===== src/rtl/reg4x16_mem.sv =====
// -----------------------------------------------------------------------------
// reg4x16_mem
//   Storage stage placed directly after the sel/wr access FSM. It is a DEPTH x
//   DATA_W register memory sequenced through IDLE -> WRITE/READ -> IDLE.
//   A request is accepted when ready=1 and sel=1. The request completes on the
//   next edge. Completion is reported by a one-cycle wdone (write) or a
//   one-cycle rvalid with rdata (read). The default build is 4 words x 16 bits.
//
// Optional feature macro: REG4_MEM_PARITY_EN
//   When this macro is defined, each word carries a parity bit (^data) and the
//   par_inj port is present. A set par_inj inverts the stored parity bit of
//   that write. A read whose data parity disagrees with the stored bit raises
//   err. When the macro is undefined, there is no parity storage, no par_inj
//   port, and err reports only out-of-range addresses.
//
// Ports
//   clk      in   1       clock, all logic on posedge
//   reset    in   1       synchronous, active-high
//   sel      in   1       request strobe
//   wr       in   1       1 = write, 0 = read (sampled at acceptance)
//   addr     in   ADDR_W  word address (sampled at acceptance)
//   wdata    in   DATA_W  write data (sampled at acceptance)
//   par_inj  in   1       [REG4_MEM_PARITY_EN] invert stored parity of this write
//   ready    out  1       can accept a request this cycle (state == IDLE)
//   wdone    out  1       one-cycle pulse: write completed
//   rvalid   out  1       one-cycle pulse: rdata holds the completed read
//   rdata    out  DATA_W  last read data, held until the next read completes
//   err      out  1       one-cycle pulse with wdone/rvalid: operation error
// -----------------------------------------------------------------------------
module reg4x16_mem #(
  parameter int unsigned DATA_W = 16,
  parameter int unsigned DEPTH  = 4,
  parameter int unsigned ADDR_W = 2
) (
  input  logic              clk,
  input  logic              reset,
  input  logic              sel,
  input  logic              wr,
  input  logic [ADDR_W-1:0] addr,
  input  logic [DATA_W-1:0] wdata,
`ifdef REG4_MEM_PARITY_EN
  input  logic              par_inj,
`endif
  output logic              ready,
  output logic              wdone,
  output logic              rvalid,
  output logic [DATA_W-1:0] rdata,
  output logic              err
);

  typedef enum logic [1:0] {
    IDLE  = 2'd0,
    WRITE = 2'd1,
    READ  = 2'd2
  } state_e;

  state_e              state_q;

  // Request captured at acceptance
  logic [ADDR_W-1:0]   addr_q;
  logic [DATA_W-1:0]   wdata_q;
  logic                wr_q;

  // Storage
  logic [DATA_W-1:0]   mem_q [DEPTH];

  // Registered outputs
  logic                wdone_q;
  logic                rvalid_q;
  logic                err_q;
  logic [DATA_W-1:0]   rdata_q;

  // Derived from the captured request
  logic                in_range_d;
  logic                mem_we_d;
  logic [DATA_W-1:0]   rd_word_d;
  logic                rd_err_d;

`ifdef REG4_MEM_PARITY_EN
  logic [DEPTH-1:0]    par_q;
  logic                par_inj_q;
  logic                par_bit_d;
`endif

  // ---------------------------------------------------------------------------
  // Address decode and read-side data. Out-of-range addresses never index the
  // array. Reads of those addresses return zero.
  // ---------------------------------------------------------------------------
  always_comb begin
    in_range_d = (32'(addr_q) < DEPTH);
    mem_we_d   = (state_q == WRITE) && wr_q && in_range_d;
    rd_word_d  = '0;
    rd_err_d   = !in_range_d;
    if (in_range_d) begin
      rd_word_d = mem_q[addr_q];
    end
`ifdef REG4_MEM_PARITY_EN
    par_bit_d = (^wdata_q) ^ par_inj_q;
    if (in_range_d && ((^mem_q[addr_q]) != par_q[addr_q])) begin
      rd_err_d = 1'b1;
    end
`endif
  end

  assign ready = (state_q == IDLE);

  // ---------------------------------------------------------------------------
  // Sequencer, storage and registered status. Reset in any state abandons the
  // in-flight operation. Completion pulses are suppressed on that edge.
  // ---------------------------------------------------------------------------
  always_ff @(posedge clk) begin
    if (reset) begin
      state_q  <= IDLE;
      addr_q   <= '0;
      wdata_q  <= '0;
      wr_q     <= 1'b0;
      mem_q    <= '{default: '0};
      wdone_q  <= 1'b0;
      rvalid_q <= 1'b0;
      err_q    <= 1'b0;
      rdata_q  <= '0;
`ifdef REG4_MEM_PARITY_EN
      par_q     <= '0;
      par_inj_q <= 1'b0;
`endif
    end else begin
      wdone_q  <= 1'b0;
      rvalid_q <= 1'b0;
      err_q    <= 1'b0;

      unique case (state_q)
        IDLE: begin
          if (sel) begin
            addr_q  <= addr;
            wdata_q <= wdata;
            wr_q    <= wr;
`ifdef REG4_MEM_PARITY_EN
            par_inj_q <= par_inj;
`endif
            state_q <= wr ? WRITE : READ;
          end
        end

        WRITE: begin
          if (mem_we_d) begin
            mem_q[addr_q] <= wdata_q;
`ifdef REG4_MEM_PARITY_EN
            par_q[addr_q] <= par_bit_d;
`endif
          end
          wdone_q <= 1'b1;
          err_q   <= !in_range_d;
          state_q <= IDLE;
        end

        READ: begin
          rdata_q  <= rd_word_d;
          rvalid_q <= 1'b1;
          err_q    <= rd_err_d;
          state_q  <= IDLE;
        end

        default: state_q <= IDLE;
      endcase
    end
  end

  assign wdone  = wdone_q;
  assign rvalid = rvalid_q;
  assign err    = err_q;
  assign rdata  = rdata_q;

endmodule


===== config.mk =====
export PLATFORM = sky130hd
export DESIGN_NAME = reg4x16_mem
export DESIGN_NICKNAME = d
export VERILOG_FILES = /design/src/rtl/reg4x16_mem.sv
export SDC_FILE = /design/constraint.sdc
export NUM_CORES = 1
export LEC_CHECK = 0
export BUFFER_PORTS_ARGS = -buffer_cell sky130_fd_sc_hd__buf_2
export CAP_MARGIN = 20
export CELL_PAD_IN_SITES_DETAIL_PLACEMENT = 2
export CELL_PAD_IN_SITES_GLOBAL_PLACEMENT = 2
export CORE_UTILIZATION = 37
export DETAILED_ROUTE_END_ITERATION = 8
export GPL_TIMING_DRIVEN = 0
export PLACE_DENSITY = 0.88
export SLEW_MARGIN = 0
export SYNTH_ARGS = -nofsm -noshare
export SYNTH_HDL_FRONTEND = slang
export SYNTH_SLANG_ARGS = --single-unit

===== constraint.sdc =====
create_clock -name clk -period 1.7 [get_ports clk]
set_input_delay 0.34 -clock clk [delete_from_list [all_inputs] [get_ports clk]]
set_output_delay 0.34 -clock clk [all_outputs]
set_load 0.01 [all_outputs]

==> impl_table.tex <==
\begin{tabular}{lr}
\hline
Metric & Value \\
\hline
\multicolumn{2}{l}{\textbf{Run status}} \\
Result of the run & finished clean \\
\multicolumn{2}{l}{\textbf{Synth}} \\
Total nets after synthesis & 421 \\
Avg Inst Size Synth & 10.3 um2 \\
Share of synthesized area spent on multiplexers & 28.1\% \\
Distinct cell type count of the synthesized netlist & 26 \\
Post-synthesis share of cell area spent on and, or, nand and nor gates & 12.1\% \\
Register area share after synthesis & 50.4\% \\
Post-Syn Area & 4100 um2 \\
Dominant combinational cell family by area after synthesis & multiplexers \\
Share of the synthesized area in compound gates (AO/OA/AOI/OAI) & 5.26\% \\
Number of synthesis warnings & 0 \\
Adder-cell area share of the yosys netlist & 0\% \\
Instance count of the mapped netlist & 399 \\
Post-Synth XOR/XNOR Area & 0\% \\
Number of flip-flops and latches in the synthesized netlist & 103 \\
\multicolumn{2}{l}{\textbf{Hold path}} \\
Hold path startpoint & wr \\
Hold-critical path endpoint & state\_q[1] \\
Kind of path behind the tightest hold check & in2reg \\
Number of instances on the worst hold path & 2 \\
\multicolumn{2}{l}{\textbf{Timing}} \\
Part of the cycle the worst path needs & 96.9\% \\
Post-route setup slack & 0.0530 ns \\
Pins Over Slew Limit & 0 \\
Final Hold Viols & 0 \\
Worst rel slew slack & 54.9\% \\
Fmax & 607 MHz \\
Shortest clock period the worst path allows after layout & 1.65 ns \\
Slew at the pin closest to its max-slew limit & 0.677 ns \\
Total of endpoints with negative setup slack in the final report & 0 \\
Unrepaired setup endpoints after global routing & yes \\
Setup Skew & 0.00664 ns \\
Accumulated negative setup slack & 0 ns \\
\multicolumn{2}{l}{\textbf{Detailed routing}} \\
DRT Pass-1 Iters & 4 \\
Vias per std cell & 5.17 \\
Number of DRC violations after detailed-routing iteration 0 & 74 \\
Total DRC errors in the routed layout & 0 \\
Number of vias after detailed routing & 3068 \\
Wire length per cell & 19.3 um \\
WL final & 11.4 mm \\
Post-DRT Antenna Nets & 0 \\
\multicolumn{2}{l}{\textbf{Pwr}} \\
Peak ir drop on the vdd network & 0.442 mV \\
Portion of total power attributed to sequential cells & 59.9\% \\
Fraction of power spent switching nets & 24.4\% \\
Part of the total power dissipated in the clock network & 33.1\% \\
Part of the power in combinational logic & 7.0\% \\
Net switching power & 1.01 mW \\
Internal portion of total power & 3.12 mW \\
Leakage power summed over all cells & 2.18 nW \\
Pwr dens & 886 nW/um2 \\
\multicolumn{2}{l}{\textbf{Clock tree}} \\
Worst-skew pair later-pin latency & 0.37 ns \\
Maximum clock path buffer count & 2 \\
Library cell used as clock root buffer & clkbuf\_8 \\
Clock slew seen by the registers of the worst setup and hold paths & 0.09 ns \\
Hold buffers post-CTS & 0 \\
Number of clock buffers inserted by TritonCTS & 9 \\
\# clock sinks & 103 \\
Htree depth & 3 \\
Clock tree from TritonCTS & yes \\
\multicolumn{2}{l}{\textbf{Finish}} \\
Fraction of layout instances using a drive strength above 1 & 17.0\% \\
Area growth, synth to finish & 13.7\% \\
Layout filler cell count & 1162 \\
Sequential cell area in the final layout & 2060 um2 \\
Ant diodes & 0 \\
Combined area of the multi-input logic cells & 1880 um2 \\
Total Nets Final & 471 \\
\multicolumn{2}{l}{\textbf{Floorplanning}} \\
Die Y-Extent & 107 um \\
IO Count & 42 \\
Site Rows & 38 \\
Total core area & 10800 um2 \\
Die Span X & 107 um \\
Effective utilization at floorplan & 37.9\% \\
Full die area & 11500 um2 \\
\multicolumn{2}{l}{\textbf{Worst setup path}} \\
Startpoint-to-endpoint class of the critical path & reg2reg \\
Reg2reg path depth & 5 \\
CP Cell Sequence & or4b\_1, buf\_6, buf\_8, o22ai\_1, a21o\_1 \\
CP startpoint kind & flip-flop \\
Arrival time reported for the critical path endpoint & 1.97 ns \\
Data required time of the worst path & 2.02 ns \\
Critical Path End Type & flip-flop \\
Setup slack of the worst register-to-register path & 0.05 ns \\
End of the worst register-to-register path & rdata[8] \\
Crit path max fanout & 10 \\
Source of the worst register-to-register timing path & addr\_q[1] \\
Master of the slowest instance on the critical path & or4b\_1 \\
Worst stage delay on the critical path & 0.55 ns \\
\multicolumn{2}{l}{\textbf{Place}} \\
DPL Wire Length & 8.04 mm \\
Port Buffers & 40 \\
Placement-stage worst setup slack & -0.323 ns \\
GPL Wtd Cong & 0.766 \\
\multicolumn{2}{l}{\textbf{Global routing}} \\
GR Overflow Total & 0 \\
Number of antenna violations at the first check in global routing & 0 \\
Number of global-route vias before repair & 3446 \\
Global-route wire length before repair & 18.4 mm \\
Pin count of the biggest net entering global routing & 15 \\
Global routing usage summed across all routing layers & 21.7\% \\
\multicolumn{2}{l}{\textbf{Flow run}} \\
Max Cap Violations & 0 \\
\hline
\end{tabular}
## what timing repair did
action	in CTS	in global routing
resized for setup	4	10
setup buffers	1	0
endpoints found under the setup margin	22	30
## layout by cell type, fill, tap and decap left out, drive strengths merged
| cell | Yosys | layout |
|---|---|---|
| o221ai | 1 | 1 |
| and2b | 1 | 1 |
| dfxtp | 103 | 103 |
| nand4b | 2 | 2 |
| and2 | 1 | 1 |
| nand3 | 1 | 1 |
| buf | 21 | 63 |
| nand4 | 1 | 1 |
| inv | 1 | 1 |
| nor4b | 1 | 1 |
| o22ai | 15 | 15 |
| mux2i | 115 | 115 |
| clkbuf | 10 | 21 |
| a21o | 15 | 15 |
| clkinv | 0 | 1 |
| nor3b | 1 | 1 |
| and3 | 1 | 1 |
| nand2 | 81 | 81 |
| or4b | 1 | 1 |
| nand4bb | 1 | 1 |
| conb | 1 | 1 |
| nor2 | 23 | 23 |
| nand2b | 2 | 2 |
## metrics by stage
stage | cells | hold slack (ns) | power, mW | util [%] | area, um2
detailed placement | 579 | 0.436 | 2.81 | 41.4 | 4470
finish | 593 | 0.155 | 4.12 | 43.1 | 4660
global placement | 579 | 0.429 | 2.79 | 41.4 | 4470
CTS | 594 | 0.144 | 4.16 | 43.0 | 4640
global route | 593 | 0.145 | 4.28 | 43.1 | 4660
floorplan | 399 | 0.412 | 2.70 | - | 4100
## sequential cells by signal, summed over array words and instances (netlist names)
| register | flops |
|---|---|
| mem_q | 64 |
| state_q | 2 |
| wdata_q | 16 |
| addr_q | 2 |
| rvalid | 1 |
| wr_q | 1 |
| wdone | 1 |
| rdata | 16 |
## kinds of logic after synthesis
logic type,count (synthesis)
and+or+nand+nor,117
other,1
AOI/OAI and AO/OA,31
DFF,103
muxes,115
buffers and inverters,32
## synth_stat cells
master | n | area share [%]
dfxtp_1 | 103 | 50
and2b_1 | 1 | 0.18
nand4bb_1 | 1 | 0.27
inv_1 | 1 | 0.092
nand4b_1 | 2 | 0.43
buf_2 | 11 | 1.3
conb_1 | 1 | 0.092
a21o_1 | 15 | 2.7
nand4_2 | 1 | 0.31
clkbuf_1 | 10 | 0.92
and2_1 | 1 | 0.15
nor2_1 | 23 | 2.1
o221ai_1 | 1 | 0.21
nand2_1 | 81 | 7.4
or4b_1 | 1 | 0.24
nor4b_1 | 1 | 0.21
buf_1 | 4 | 0.37
buf_4 | 4 | 0.73
nor3b_1 | 1 | 0.18
and3_1 | 1 | 0.15
o22ai_1 | 15 | 2.3
buf_6 | 1 | 0.27
nand2b_1 | 2 | 0.31
nand3_1 | 1 | 0.12
mux2i_1 | 115 | 28
buf_8 | 1 | 0.37
## worst max-delay path, delay by kind of cell, from the launching register on
family                 cells  cell delay [ns]
AND/OR/NAND/NOR            1             0.55
flip-flops                 1             0.38
AO/OA/AOI/OAI              2             0.37
buffers and inverters      2             0.30
## routing by layer
| metal | track usage [%] | wire (um) |
|---|---|---|
| met1 | 26.5 | 5110 |
| met4 | 9.30 | 263 |
| met5 | 0 | 0 |
| met3 | 2.55 | 216 |
| met2 | 38.3 | 5840 |
## layout make-up
| class | instances | area share (%) |
|---|---|---|
| Buffer | 29 | 3.68 |
| Inverter | 1 | 0.0806 |
| Clock buffer | 14 | 3.28 |
| Tap cell | 140 | 3.76 |
| Timing Repair Buffer | 41 | 4.46 |
| Multi-Input combinational cell | 264 | 40.3 |
| Sequential cell | 103 | 44.3 |
| Clock inverter | 1 | 0.107 |
## worst max-delay path by stage
stage	startpoint	to	slack [ns]
after detailed placement	reset	mem_q[27]	-0.32
after global routing	state_q[0]	mem_q[7]	0.001
after global placement	reset	mem_q[61]	-0.13
after CTS	state_q[1]	mem_q[24]	0.003
after floorplan	addr_q[1]	rdata[10]	0.27
final	addr_q[1]	rdata[8]	0.05
## power groups by stage
stage,clock [mW],combinational [mW],sequential (mW)
global placement,0,0.273,2.52
finish,1.37,0.288,2.47
detailed placement,0,0.286,2.53
global route,1.50,0.312,2.48
CTS,1.40,0.291,2.47
floorplan,0,0.183,2.52
Note: power is estimated with default switching activity, not from simulation.
